`src/rtl/ripple_carry_adder_4_pkg.sv`:
```
// Shared definitions for the registered ripple-carry adder/subtractor.
//   WIDTH_DEFAULT : default operand width (result is WIDTH+1 bits)
//   CTRL_ADD/SUB  : encodings of the mode control bit
package ripple_carry_adder_4_pkg;

  localparam int WIDTH_DEFAULT = 4;

  localparam logic CTRL_ADD = 1'b0;
  localparam logic CTRL_SUB = 1'b1;

endpackage

```
`src/rtl/ripple_carry_adder_4_full_adder.sv`:
```
// Single-bit full adder, purely combinational. One stage of the carry chain.
//   a, b : operand bits
//   cin  : carry from the previous stage
//   s    : sum bit
//   cout : carry into the next stage
module full_adder (
  input  logic a,
  input  logic b,
  input  logic cin,
  output logic s,
  output logic cout
);

  logic p;

  // p is the propagate term; the carry-out is generate OR propagate-with-carry.
  assign p    = a ^ b;
  assign s    = p ^ cin;
  assign cout = (a & b) | (cin & p);

endmodule

```
`src/rtl/ripple_carry_adder_4.sv`:
```
// Registered ripple-carry adder/subtractor.
// In subtract mode B is inverted and the carry-in is forced to 1, so the
// same chain computes A + ~B + 1 = A - B. The carry-out then means
// "no borrow" (A >= B); it is not a sign bit.
//   clk  : rising-edge clock
//   rst  : synchronous active-high reset, clears S
//   A, B : operands
//   CTRL : CTRL_ADD (A+B) or CTRL_SUB (A-B)
//   S    : registered {carry-out, sum}, valid one cycle after the inputs
module ripple_carry_adder_4
  import ripple_carry_adder_4_pkg::*;
#(
  parameter int WIDTH = WIDTH_DEFAULT
) (
  input  logic             clk,
  input  logic             rst,
  input  logic [WIDTH-1:0] A,
  input  logic [WIDTH-1:0] B,
  input  logic             CTRL,
  output logic [WIDTH:0]   S
);

  logic             sub_mode;
  logic [WIDTH-1:0] bx;
  logic [WIDTH:0]   c;
  logic [WIDTH-1:0] sum;

  assign sub_mode = (CTRL == CTRL_SUB);
  assign bx       = B ^ {WIDTH{sub_mode}};
  assign c[0]     = sub_mode;

  for (genvar i = 0; i < WIDTH; i++) begin : g_stage
    full_adder u_fa (
      .a    (A[i]),
      .b    (bx[i]),
      .cin  (c[i]),
      .s    (sum[i]),
      .cout (c[i+1])
    );
  end

  always_ff @(posedge clk) begin
    if (rst) begin
      S <= '0;
    end else begin
      S <= {c[WIDTH], sum};
    end
  end

endmodule

```
`config.mk`:
```
export PLATFORM = sky130hd
export DESIGN_NAME = ripple_carry_adder_4
export DESIGN_NICKNAME = d
export VERILOG_FILES = /design/src/rtl/ripple_carry_adder_4_pkg.sv /design/src/rtl/ripple_carry_adder_4_full_adder.sv /design/src/rtl/ripple_carry_adder_4.sv
export SDC_FILE = /design/constraint.sdc
export NUM_CORES = 1
export LEC_CHECK = 0
export BUFFER_PORTS_ARGS = -buffer_cell sky130_fd_sc_hd__buf_2
export CAP_MARGIN = 20
export CORE_AREA = 2 2 39 41
export DETAILED_ROUTE_END_ITERATION = 8
export DIE_AREA = 0 0 41 43
export SETUP_SLACK_MARGIN = 0.5
export SYNTH_ARGS = -nofsm -noshare
export SYNTH_HDL_FRONTEND = slang
export SYNTH_SLANG_ARGS = --single-unit
```
`constraint.sdc`:
```
create_clock -name clk -period 2.02 [get_ports clk]
set_input_delay 0 -clock clk [delete_from_list [all_inputs] [get_ports clk]]
set_output_delay 0 -clock clk [all_outputs]
set_load 0.05 [all_outputs]
```
==> reports/qor.yml, run 1 <==
outcome:
  outcome: "completed"
finish:
  largest_register: "S"
  syn_to_final_growth_pct: 60.9
  antenna_cells: 0
  final_nets: 56
  drive_gt1_share_pct: 53.7
  final_cells: 57
  largest_reg_flops: 5
  reg.largest.list: "S x5"
worst_hold_path:
  hold_path_class: "primary input to flop"
timing:
  setup-tns-final_ns: 0
  slew_headroom_pct: 83.6
  final-hold-violation-count: 0
  rsz0062_at_grt: "no"
  setup_viol: 0
  slew_violations: 0
  timing.final.crit_share_pct: 72.2
  min_period_ns: 1.46
  tightest_slew_ns: 0.248
  fmax_mhz: 685
die:
  ios: 16
  dieWidth_um: 41
  rows: 14
  start_util_pct: 17.4
  coreArea_um2: 1380
  chipHeight_um: 43
  fp.dieArea_um2: 1760
routing:
  drt_iter0_drc: 0
  via_per_inst: 3.51
  drc_errors: 0
  wl_per_cell_um: 7.09
  wl_um: 404
  vias: 200
  drt_first_pass_iters: 1
  ant_nets: 0
yosys:
  synth-async-reset-ratio_pct: 0
  ys_ff_latch: 5
  synth_edf_count: 0
  synth_flop_cell: "dfxtp_1"
  syn-cell-area_um2: 240
  synth_area_leader_cell: "dfxtp_1"
  netlist.area_leader.share_pct: 41.7
  synthTopCellsByArea: "dfxtp_1 42%, fa_1 25%, xnor2_1 11%"
  synth_cells: 21
  synth.most_common_cell: "dfxtp_1"
  yosysUniqueCellTypes: 8
  syn_area_per_cell_um2: 11.4
  syn_nets: 35
  seq_area_frac_synth_pct: 41.7
  synth.top_cells.by_count: "5 x dfxtp_1, 3 x fa_1, 3 x inv_1, 3 x nor2_1, 3 x xnor2_1"
  ys_warn_count: 0
critical_path:
  cp-end-kind: "flop"
  critical_path_class: "primary input to flop"
  critPathBufInv: 2
  cpMaxStageDelayCell: "fa_2"
  critPathMaxStageDelay_ns: 0.39
  worstPathRequired_ns: 2.15
  cpLargestDelayFamily: "adder cells"
  crit_chain: "clkbuf_4 > xnor2_2 > fa_2 > fa_2 > inv_2 > fa_1 > nor2b_1"
  cp_max_fo: 4
  arrival_ns: 1.59
  crit_top_cell: "fa_2"
  startpoint_type: "primary input"
pwr:
  pwr-share-comb_pct: 33.3
  p_sw_share_pct: 34.1
  p_leak_uw: 0.000192
  power_density_nw_per_um2: 887
  seq_power_share_pct: 33.7
  peakVddDrop_uv: 173
  p_switching_uw: 117
  pwr-share-clk_pct: 33.1
  internal_power_uw: 226
global_route:
  grt_pass1_wl_um: 552
  antenna_found_initial: 0
  first_global_vias: 158
  grt_usage_pct: 5.25
  overflow: 0
  grt_start_max_net_pins: 6
placed_design:
  port_buffers: 15
  gp_congestion: 0.593
  dp_cells: 52
cts:
  htree_num_levels: 1
  root_buffer: "clkbuf_4"
  clk_path_buf_depth: 2
  clock_sinks: 5
  numCtsBuffers: 3
  cts_tree: "done"
  path_clk_slew_ns: 0.04
run:
  cap_violations: 0
==> power by group through the flow <==
stage / Clock (uW) / Sequential [uW] / Combinational [uW]
final: 113 / 115 / 114
after global routing: 121 / 116 / 125
after CTS: 119 / 116 / 112
after detailed placement: 0 / 117 / 110
after global placement: 0 / 117 / 108
after floorplan: 0 / 165 / 29.9
==> routing by layer <==
layer | share of wire, % | global-route usage, % | vias up | wire length [um]
li1 | - | - | 101 | -
met1 | 35 | 4.58 | 85 | 143
met2 | 51 | 7.19 | 12 | 206
met3 | 9.7 | 0 | 2 | 39
met4 | 3.7 | 10.0 | 0 | 15
met5 | 0 | 0 | - | 0
==> placed cells by master (no fill, tap or decap), drive strengths merged <==
master,instances
buf,14
dfxtp,5
clkbuf,5
nor2,3
inv,3
xnor2,3
fa,3
nor2b,2
xor2,1
mux2i,1
dlygate4sd3,1
==> what timing repair did <==
item	4_1_cts	5_1_grt
hold endpoints to repair	5	0
hold buffers	1	0
setup buffers	0	0
endpoints found under the setup margin	0	1
gates resized for setup	0	4
==> logic make-up (layout without fill, tap and decap cells) <==
family | Yosys count | after routing | synth area share, %
fa+ha+maj | 3 | 3 | 25.0
buf+inv | 3 | 23 | 4.69
simple gates | 5 | 5 | 9.89
xor+xnor | 4 | 4 | 14.6
mux | 1 | 1 | 4.17
flops | 5 | 5 | 41.7
==> final cells by class <==
cell class	count	area, um^2
fillers	161	997
multi-input cells	13	141
flip-flops and latches	5	100
repair buffers	16	87.6
clock buffers	4	26.3
well taps	16	20.0
inverters	3	11.3
==> tightest hold or removal path, cell delays in order <==
cell	delay, ns
buf_2	0.09
xnor2_1	0.06
nor2_1	0.07
==> path summary, 6_finish.rpt <==
| path | cells past startpoint | start | to | slack (ns) |
|---|---|---|---|---|
| max | 7 | CTRL | S[3] | 0.56 |
| min | 3 | A[0] | S[0] | 0.03 |
==> through the flow <==
step	utilization [%]	hold WS, ns	worst slack (ns)	area, um^2	power, uW
5_1_grt	27.9	0.0396	0.511	387	362
3_5_place_dp	24.4	0.214	0.283	338	228
3_3_place_gp	24.4	0.214	0.288	338	225
6_report	27.9	0.0321	0.561	387	343
2_1_floorplan	-	0.0667	0.491	243	195
4_1_cts	27.0	0.0271	0.540	374	347
(Power assumes the default switching activity.)
==> run 2, diff against run 1 <==
clock period = 1.2 ns   (was 2.02 ns; I/O delays follow)
==> reports/qor.yml, run 2 (synthesis gave the netlist of run 1 again) <==
placed_design:
  place_hpwl_um: 394
  gp_congestion: 0.571
  dp_cells: 55
  port_buffers: 15
timing:
  holdWs_ns: -0.0276
  setup_ws_ns: -0.226
  tightest_slew_ns: 0.177
  setup_viol: 1
  rsz0062_at_grt: "yes"
  min_period_ns: 1.43
  timing.final.crit_share_pct: 119
  slew_violations: 0
  fmax_mhz: 701
  final-hold-violation-count: 5
  slew_headroom_pct: 87.8
routing:
  drc_errors: 0
  wl_um: 437
  drt_first_pass_iters: 1
  drt_iter0_drc: 0
  vias: 200
  via_per_inst: 3.39
  wl_per_cell_um: 7.41
  ant_nets: 0
critical_path:
  crit_chain: "buf_8 > xnor2_4 > fa_2 > fa_2 > inv_2 > fa_2 > nor2b_1"
  cpMaxStageDelayCell: "fa_2"
  cp_max_fo: 3
  arrival_ns: 1.55
  crit_top_cell: "fa_2"
  worstPathRequired_ns: 1.33
  startpoint_type: "primary input"
  critPathMaxStageDelay_ns: 0.41
  cp-end-kind: "flop"
  critical_path_class: "primary input to flop"
die:
  rows: 14
  start_util_pct: 17.4
  fp.dieArea_um2: 1760
  ios: 16
  dieWidth_um: 41
  coreArea_um2: 1380
  chipHeight_um: 43
finish:
  final_cells: 59
  final_nets: 58
  largest_reg_flops: 5
  final_common_cell: "buf_2"
  reg.largest.list: "S x5"
  drive_gt1_share_pct: 69.8
  syn_to_final_growth_pct: 102
  largest_register: "S"
  nFillCells: 156
  antenna_cells: 0
  layout_common_cells: "7 x buf_2, 5 x buf_8, 4 x dfxtp_2"
global_route:
  grt_start_max_net_pins: 6
  first_global_vias: 192
  antenna_found_initial: 0
  grt_usage_pct: 6.68
  grt_pass1_wl_um: 669
  overflow: 0
outcome:
  outcome: "finished, violations left"
  violations: "hold timing, setup timing"
cts:
  clk_path_buf_depth: 2
  post_cts_buffers: 0
  root_buffer: "clkbuf_4"
  clock_sinks: 5
  htree_num_levels: 1
  cts_tree: "done"
  path_clk_slew_ns: 0.04
  numCtsBuffers: 3
run:
  cap_violations: 0
pwr:
  p_leak_uw: 0.000223
  power_density_nw_per_um2: 1330
  peakVddDrop_uv: 278
worst_hold_path:
  hold_path_class: "primary input to flop"
==> run 2: report_power, final <==
| part | total, uW | internal, uW | leakage [uW] | switching [uW] |
|---|---|---|---|---|
| Sequential | 205 | 193 | 0.0000427 | 11.8 |
| Clock | 187 | 125 | 0.0000150 | 61.5 |
| Combinational | 250 | 120 | 0.000165 | 131 |
==> run 2: worst max-delay path, delay by kind of cell <==
kind          cells  cell delay (ns)
xor+xnor          1             0.13
fa+ha+maj         3             1.13
buf+inv           2             0.17
simple gates      1             0.13
==> run 2: timing repair <==
item | CTS | global route
resized for setup | 24 | 1
endpoints found under the setup margin | 9 | 9
endpoints found under the hold margin | 5 | 5
pin swaps | 0 | 2
==> run 2: path summary, 6_finish.rpt <==
| kind | startpoint | endpoint | depth (start not counted) |
|---|---|---|---|
| worst max-delay path | CTRL | S[3] | 7 |
| worst min-delay path | rst | S[1] | 2 |
==> run 2: layer usage <==
layer / routed length, um / share of wire, % / GRT usage [%]
met1: 129 / 30 / 4.29
met2: 245 / 56 / 9.69
met3: 43 / 9.8 / 0.524
met4: 19 / 4.3 / 14.0
met5: 0 / 0 / 0
==> run 2: cell type report <==
| cell class | instances | area [um^2] | area share [%] |
|---|---|---|---|
| multi-input combinational | 13 | 155 | 32.0 |
| timing repair buffer | 18 | 166 | 34.4 |
| tap | 16 | 20.0 | 4.13 |
| clock buffer | 4 | 26.3 | 5.43 |
| sequential | 5 | 105 | 21.7 |
| inverter | 3 | 11.3 | 2.33 |
==> run 2: per-stage QoR <==
stage / setup slack, ns / util (%) / area [um^2] / total power, uW / setup TNS, ns
6_report: -0.226 / 35.0 / 484 / 642 / -0.226
5_1_grt: -0.270 / 35.0 / 484 / 680 / -0.270
4_1_cts: -0.226 / 34.5 / 478 / 659 / -0.226
3_5_place_dp: -0.514 / 27.6 / 382 / 403 / -0.859
3_3_place_gp: -0.475 / 27.6 / 382 / 397 / -0.773
2_1_floorplan: -0.284 / - / 264 / 337 / -0.284
